===== config.mk =====
export PLATFORM = sky130hd
export DESIGN_NAME = ps2_arrow_key_sequencer
export DESIGN_NICKNAME = d
export VERILOG_FILES = /design/src/rtl/ps2_pkg.sv /design/src/rtl/ps2_evt_fifo.sv /design/src/rtl/ps2_arrow_key_sequencer.sv
export SDC_FILE = /design/constraint.sdc
export NUM_CORES = 1
export LEC_CHECK = 0
export CELL_PAD_IN_SITES_DETAIL_PLACEMENT = 0
export CELL_PAD_IN_SITES_GLOBAL_PLACEMENT = 2
export CORE_MARGIN = 5
export CORE_UTILIZATION = 30
export CTS_BUF_LIST = sky130_fd_sc_hd__clkbuf_8
export CTS_CLUSTER_SIZE = 24
export DETAILED_ROUTE_END_ITERATION = 16
export PLACE_DENSITY_LB_ADDON = 0.1
export SLEW_MARGIN = 20
export SYNTH_ARGS = -nofsm -noshare
export SYNTH_HDL_FRONTEND = slang
export SYNTH_SLANG_ARGS = --single-unit

===== constraint.sdc =====
create_clock -name clk -period 2.61 [get_ports clk]
set_input_delay 0.3915 -clock clk [delete_from_list [all_inputs] [get_ports clk]]
set_output_delay 0.3915 -clock clk [all_outputs]
set_load 0.02 [all_outputs]

===== src/rtl/ps2_pkg.sv =====
// Shared types and scan-code constants for the PS/2 arrow-key sequencer.
// Arrow keys appear only in their E0-extended form.
package ps2_pkg;

  typedef enum logic [1:0] {
    IDLE    = 2'd0,
    EXT     = 2'd1,
    BRK     = 2'd2,
    EXT_BRK = 2'd3
  } state_t;

  localparam logic [7:0] SC_EXT   = 8'hE0;
  localparam logic [7:0] SC_BRK   = 8'hF0;
  localparam logic [7:0] SC_LEFT  = 8'h6B;
  localparam logic [7:0] SC_DOWN  = 8'h72;
  localparam logic [7:0] SC_RIGHT = 8'h74;
  localparam logic [7:0] SC_UP    = 8'h75;

  typedef logic [1:0] key_t;

  localparam key_t KEY_LEFT  = 2'd0;
  localparam key_t KEY_DOWN  = 2'd1;
  localparam key_t KEY_RIGHT = 2'd2;
  localparam key_t KEY_UP    = 2'd3;

  // 'release' is a reserved word, so the flag is named rel.
  typedef struct packed {
    logic rel;
    key_t key;
  } evt_t;

  function automatic logic is_arrow(input logic [7:0] b);
    return (b == SC_LEFT) || (b == SC_DOWN) || (b == SC_RIGHT) || (b == SC_UP);
  endfunction

  function automatic key_t to_key(input logic [7:0] b);
    key_t k;
    k = KEY_LEFT;
    case (b)
      SC_DOWN:  k = KEY_DOWN;
      SC_RIGHT: k = KEY_RIGHT;
      SC_UP:    k = KEY_UP;
      default:  k = KEY_LEFT;
    endcase
    return k;
  endfunction

  // held is ordered {up,left,down,right}, which is not the key numbering.
  function automatic logic [1:0] held_idx(input key_t k);
    logic [1:0] i;
    i = 2'd0;
    case (k)
      KEY_LEFT:  i = 2'd2;
      KEY_DOWN:  i = 2'd1;
      KEY_RIGHT: i = 2'd0;
      default:   i = 2'd3;
    endcase
    return i;
  endfunction

endpackage


===== src/rtl/ps2_evt_fifo.sv =====
// Small synchronous event FIFO; push while full is accepted only alongside a pop.
// The head reads as zero whenever the FIFO is empty.
module ps2_evt_fifo #(
  parameter int DEPTH = 4,
  parameter int WIDTH = 3
) (
  input  logic             clk,
  input  logic             areset_n,
  input  logic             i_push,
  input  logic [WIDTH-1:0] i_data,
  input  logic             i_pop,
  output logic [WIDTH-1:0] o_data,
  output logic             o_full,
  output logic             o_empty
);

  localparam int AW = $clog2(DEPTH);
  localparam logic [AW:0] FULL_CNT = (AW+1)'(DEPTH);

  logic [WIDTH-1:0] r_mem [DEPTH];
  logic [AW-1:0]    r_wr_ptr;
  logic [AW-1:0]    r_rd_ptr;
  logic [AW:0]      r_count;
  logic             w_do_pop;
  logic             w_do_push;

  assign o_empty   = (r_count == '0);
  assign o_full    = (r_count == FULL_CNT);
  assign w_do_pop  = i_pop & ~o_empty;
  assign w_do_push = i_push & (~o_full | w_do_pop);
  assign o_data    = o_empty ? '0 : r_mem[r_rd_ptr];

  always_ff @(posedge clk or negedge areset_n) begin
    if (!areset_n) begin
      r_wr_ptr <= '0;
      r_rd_ptr <= '0;
      r_count  <= '0;
    end else begin
      if (w_do_push) r_wr_ptr <= r_wr_ptr + AW'(1);
      if (w_do_pop)  r_rd_ptr <= r_rd_ptr + AW'(1);
      case ({w_do_push, w_do_pop})
        2'b10:   r_count <= r_count + (AW+1)'(1);
        2'b01:   r_count <= r_count - (AW+1)'(1);
        default: r_count <= r_count;
      endcase
    end
  end

  always_ff @(posedge clk or negedge areset_n) begin
    if (!areset_n) begin
      for (int i = 0; i < DEPTH; i++) r_mem[i] <= '0;
    end else if (w_do_push) begin
      r_mem[r_wr_ptr] <= i_data;
    end
  end

endmodule


===== src/rtl/ps2_arrow_key_sequencer.sv =====
// Turns a raw PS/2 byte stream into arrow press/release events plus a held-key vector.
// Typematic repeats are filtered against held; stale prefixes are dropped by a timeout.
module ps2_arrow_key_sequencer
  import ps2_pkg::*;
#(
  parameter int DEPTH   = 4,
  parameter int TIMEOUT = 1024
) (
  input  logic       clk,
  input  logic       areset_n,
  input  logic       in_valid,
  input  logic [7:0] in_byte,
  output logic [3:0] held,
  output logic       evt_valid,
  input  logic       evt_ready,
  output logic [2:0] evt_data,
  output logic       overflow,
  output logic       timeout_err
);

  localparam int CW = $clog2(TIMEOUT + 1);
  localparam logic [CW-1:0] TO_MAX = CW'(TIMEOUT - 1);

  state_t        r_state;
  state_t        w_state_nxt;
  logic [3:0]    r_held;
  logic [3:0]    w_held_nxt;
  logic [CW-1:0] r_cnt;
  logic [CW-1:0] w_cnt_nxt;
  logic          r_to_err;
  logic          w_to_fire;
  logic          r_ovf;
  logic          w_push;
  evt_t          w_evt;
  key_t          w_key;
  logic [1:0]    w_hi;
  logic          w_arrow;
  logic          w_full;
  logic          w_empty;

  assign w_key   = to_key(in_byte);
  assign w_hi    = held_idx(w_key);
  assign w_arrow = is_arrow(in_byte);

  always_comb begin
    w_state_nxt = r_state;
    w_held_nxt  = r_held;
    w_push      = 1'b0;
    w_evt       = '0;
    w_cnt_nxt   = '0;
    w_to_fire   = 1'b0;
    if (in_valid) begin
      case (r_state)
        IDLE: begin
          if (in_byte == SC_EXT)      w_state_nxt = EXT;
          else if (in_byte == SC_BRK) w_state_nxt = BRK;
          else                        w_state_nxt = IDLE;
        end
        EXT: begin
          if (in_byte == SC_BRK)      w_state_nxt = EXT_BRK;
          else if (in_byte == SC_EXT) w_state_nxt = EXT;
          else begin
            w_state_nxt = IDLE;
            if (w_arrow && !r_held[w_hi]) begin
              w_held_nxt[w_hi] = 1'b1;
              w_push           = 1'b1;
              w_evt            = '{rel: 1'b0, key: w_key};
            end
          end
        end
        EXT_BRK: begin
          w_state_nxt = IDLE;
          if (w_arrow && r_held[w_hi]) begin
            w_held_nxt[w_hi] = 1'b0;
            w_push           = 1'b1;
            w_evt            = '{rel: 1'b1, key: w_key};
          end
        end
        default: w_state_nxt = IDLE;
      endcase
    end else if (r_state != IDLE) begin
      // A byte arriving in the expiry cycle takes the branch above instead.
      if (r_cnt == TO_MAX) begin
        w_state_nxt = IDLE;
        w_to_fire   = 1'b1;
      end else begin
        w_cnt_nxt = r_cnt + CW'(1);
      end
    end
  end

  always_ff @(posedge clk or negedge areset_n) begin
    if (!areset_n) begin
      r_state  <= IDLE;
      r_held   <= '0;
      r_cnt    <= '0;
      r_to_err <= 1'b0;
      r_ovf    <= 1'b0;
    end else begin
      r_state  <= w_state_nxt;
      r_held   <= w_held_nxt;
      r_cnt    <= w_cnt_nxt;
      r_to_err <= w_to_fire;
      // Full implies non-empty, so a ready consumer always frees a slot.
      if (w_push && w_full && !evt_ready) r_ovf <= 1'b1;
    end
  end

  ps2_evt_fifo #(
    .DEPTH (DEPTH),
    .WIDTH (3)
  ) u_fifo (
    .clk      (clk),
    .areset_n (areset_n),
    .i_push   (w_push),
    .i_data   (w_evt),
    .i_pop    (evt_ready),
    .o_data   (evt_data),
    .o_full   (w_full),
    .o_empty  (w_empty)
  );

  assign evt_valid   = ~w_empty;
  assign held        = r_held;
  assign overflow    = r_ovf;
  assign timeout_err = r_to_err;

endmodule

==> summary.txt <==
Outcome
  – Status: finished, violations left
  – Failing checks: negative setup slack

Setup path
  – Critical path start-end classification: input port to flip-flop
  – Critical path's slowest cell: sky130_fd_sc_hd__fa_2
  – Chain of cells forming the critical path: buf_6 > and3b_2 > nand2_4 > nor2_4 > inv_2 > ha_4 > mux2i_4 > nand3_1 > o211ai_1 > buf_4 > o211ai_1 > buf_4 > nand2_4 > nor2_4 > fa_2 > buf_6 > nor3b_2 > nor4_1
  – Peak fanout along the critical path: 3
  – Type of element capturing the critical path: flip-flop
  – Crit path required time: 2790 ps
  – Startpoint types: input port
  – WP data arrival: between 3000 and 4000 ps
  – Largest stage delay, worst path: 570 ps

Yosys
  – Fraction of the mapped netlist area in simple logic gates: 0.228
  – #FFs+latches synth: 38
  – Post-synthesis share of cell area spent on full adders, half adders and majority gates: 0.0593
  – Syn avg cell area: 10.6 sq um
  – Share of synthesized area occupied by flip-flops and latches: 0.425
  – Primary flip-flop cell chosen by synthesis mapping: sky130_fd_sc_hd__dfrtp_1
  – Number of library cell types mapped by synthesis: 52
  – Number of synthesis warnings: 0
  – Number of nets produced by synthesis: 233
  – Fraction of synthesized area in multiplexers: 0.106
  – Post-synth EDFFs: 0
  – Post-synthesis cell area: around 0.0022 sq mm
  – Async set or reset register ratio after synthesis: 1.00
  – Share of the synthesized netlist area taken by xor and xnor gates: 0.0470
  – Instance count of the mapped netlist: about 210
  – Compound-Gate Fraction of Synth Area: 0.0967
  – Main combinational cell family by area after synthesis: simple AND/OR/NAND/NOR gates

CTS
  – Clock tree from TritonCTS: yes
  – Number of buffers created by CTS: 5
  – Buffer depth of the longest clock path: 2
  – H-tree levels: 2
  – Buffer cell driving the clock tree root: sky130_fd_sc_hd__clkbuf_8
  – Number of sinks driven by the clock tree: 38
  – Clock network latency to the later pin of the worst-skew pair: 280 ps
  – Clock transition at the registers of the reported paths: ~70 ps

Global route
  – Antenna violations before repair: 0
  – Global-route wire length before repair: 9470 microns
  – Aggregate global-route resource usage: 0.132
  – Sum of overflow across all layers after global routing: 0
  – Largest net degree at the start of global routing: 39
  – Vias in the first global route: 1,914

Finish
  – Synthesis-to-finish area growth: 46.2%
  – Reg area: 951 sq um
  – Area of the multi-input gates: 0.00146 sq mm
  – Count of placed standard cells in the final layout, fillers left out: 382
  – Final-layout fill cell count: 665
  – Post-route cell area: 0.00327 sq mm
  – Nets: 305
  – Share of cells above drive strength 1: 0.431
  – Antenna diode count: 0

Timing
  – Post-layout min period: 3230 ps
  – Final Hold Viols: 0
  – RSZ-0062 raised after global routing: yes
  – Final cycle utilization of the critical path: 1.24
  – Setup Total Neg Slack: -7990 ps
  – Maximum clock frequency: 0.310 GHz
  – Count of pins over their slew limit: 0
  – Number of endpoints failing setup at the final stage: 21
  – PnR worst setup slack: -618 ps
  – Setup skew after layout: 5.59 ps
  – Worst slew margin relative to its limit: 0.408
  – Slew at the pin with the worst max-slew slack: 889 ps

Job
  – Max-cap violation count: 0

Place
  – Placed wire-length estimate after detailed placement: 4090 microns
  – Total placed cells including tap cells: between 300 and 400
  – Routability Congestion: 0.851
  – DP Area: between 0.002 and 0.003 sq mm
  – Port buffer count: 21

Detailed routing
  – DRC violation total after the first TritonRoute iteration: 45
  – Wirelength, routed: 6080 microns
  – First-pass DRT Iterations: 4
  – Final ANT Viol Nets: 0
  – WL per Instance: approximately 16 microns
  – Number of remaining DRC errors: 0
  – Via density: 4.88
  – Vias: 1,865

Floorplan
  – Standard-cell rows: 31
  – Top Ports: 22
  – Die extent in y: 96.4 microns
  – Initial standard-cell utilization of the core: 0.309
  – Die Area: 0.00929 sq mm
  – Die span in x: 96.4 microns
  – Placeable core region: 0.00725 sq mm

Power and ir drop
  – Total power density per cell area: 497 mW/mm^2
  – P_leak: 1.47 nW
  – Max rail drop VDD: 346 uV
  – Design Power: 1.63 mW

Min path
  – Min-Delay Path Class: input port to async pin
metal layers:
metal  GRT usage  up-vias  wire, microns
li1            -      895              -
met1       0.176      926           2790
met2       0.216       40           2990
met3      0.0263        4            256
met4      0.0432        0             47
met5           0        -              0
layout by cell type (no fill, tap or decap), types with 3 or more instances in the layout:
master | Yosys | layout
sky130_fd_sc_hd__dfrtp_1 | 38 | 38
sky130_fd_sc_hd__mux2_4 | 1 | 13
sky130_fd_sc_hd__nand3_4 | 3 | 4
sky130_fd_sc_hd__and2_1 | 3 | 3
sky130_fd_sc_hd__nand3_1 | 9 | 8
sky130_fd_sc_hd__nand2b_1 | 4 | 3
sky130_fd_sc_hd__inv_1 | 6 | 7
sky130_fd_sc_hd__clkbuf_8 | 0 | 5
sky130_fd_sc_hd__buf_4 | 1 | 44
sky130_fd_sc_hd__o211ai_1 | 4 | 4
sky130_fd_sc_hd__or2_2 | 3 | 3
sky130_fd_sc_hd__buf_2 | 1 | 5
sky130_fd_sc_hd__xnor2_1 | 5 | 4
sky130_fd_sc_hd__mux4_2 | 3 | 3
sky130_fd_sc_hd__and3_1 | 3 | 3
sky130_fd_sc_hd__nand2_1 | 13 | 11
sky130_fd_sc_hd__xor2_1 | 7 | 7
sky130_fd_sc_hd__a41oi_2 | 0 | 3
sky130_fd_sc_hd__clkdlybuf4s50_1 | 0 | 12
sky130_fd_sc_hd__nand3b_1 | 5 | 5
sky130_fd_sc_hd__buf_6 | 1 | 7
sky130_fd_sc_hd__nor2_1 | 19 | 16
sky130_fd_sc_hd__ha_1 | 9 | 8
sky130_fd_sc_hd__a21oi_1 | 9 | 7
sky130_fd_sc_hd__o21ai_0 | 5 | 3
sky130_fd_sc_hd__nand2_4 | 1 | 3
sky130_fd_sc_hd__nand4_1 | 3 | 3
cells in the mapped netlist, drive strengths merged, types with 4 or more instances:
library cell  count  area share
inv               6       0.010
nand3b            5       0.017
nand3            12       0.044
nor2             19       0.032
mux2             13       0.067
o211ai            4       0.013
xor2              7       0.027
ha                9       0.050
nand2b            4       0.011
a41oi             4       0.016
buf               4       0.020
o21ai             6       0.013
a21oi            10       0.024
dfrtp            38        0.42
xnor2             5       0.020
nand2            15       0.030
clkbuf            5      0.0084
cell type report:
cell class	count	share of cell area
clock buffers	5	0.0210
clock inverters	2	0.00229
well taps	99	0.0379
repair buffers	74	0.196
multi-input cells	158	0.445
inverters	6	0.00688
flip-flops and latches	38	0.291
worst max-delay path: cells and delay by family:
family,cells,cell delay (ps)
AND/OR/NAND/NOR,8,930
adder cells (fa/ha/maj),2,870
buffers and inverters,5,610
AO/OA/AOI/OAI,2,350
multiplexers,1,230
power by group:
group	internal, mW	switching (mW)	leakage (nW)
sequential	0.626	0.0708	0.524
combinational	0.295	0.263	0.897
clock	0.176	0.196	0.0466
worst paths after layout:
kind                                  from                 to  slack [ps]  cells past startpoint
worst min-delay path              areset_n           r_cnt[1]         230                      1
max in group asynchronous         areset_n          async pin        1820                      1
min in group clk                in_byte[4]         r_state[0]         440                      3
worst min register to register   r_cnt[10]        timeout_err         470                      1
worst max-delay path            in_byte[7]  u_fifo.r_count[1]        -620                     18
worst max register to register   flip-flop  u_fifo.r_count[1]          20                     12
cells by family after synthesis:
family	after synthesis
AO/OA/AOI/OAI	32
XOR/XNOR	12
multiplexers	18
adder cells (fa/ha/maj)	10
buffers and inverters	15
AND/OR/NAND/NOR	86
flip-flops	38
stage by stage:
| step | hold slack (ps) | worst slack [ps] | util |
|---|---|---|---|
| floorplan | 95.9 | -1030 | - |
| global placement | 441 | -1160 | 0.389 |
| detailed placement | 455 | -1270 | 0.389 |
| CTS | 253 | -649 | 0.441 |
| global route | 288 | -724 | 0.451 |
| finish | 230 | -618 | 0.451 |
timing repair:
| action | in CTS | in global routing |
|---|---|---|
| pin swaps | 16 | 15 |
| resized for setup | 72 | 18 |
| hold buffers | 0 | 0 |
| setup endpoints to repair | 22 | 22 |
| setup buffers | 17 | 5 |
| cloned | 1 | 0 |
Note: power is estimated with default switching activity, not from simulation.
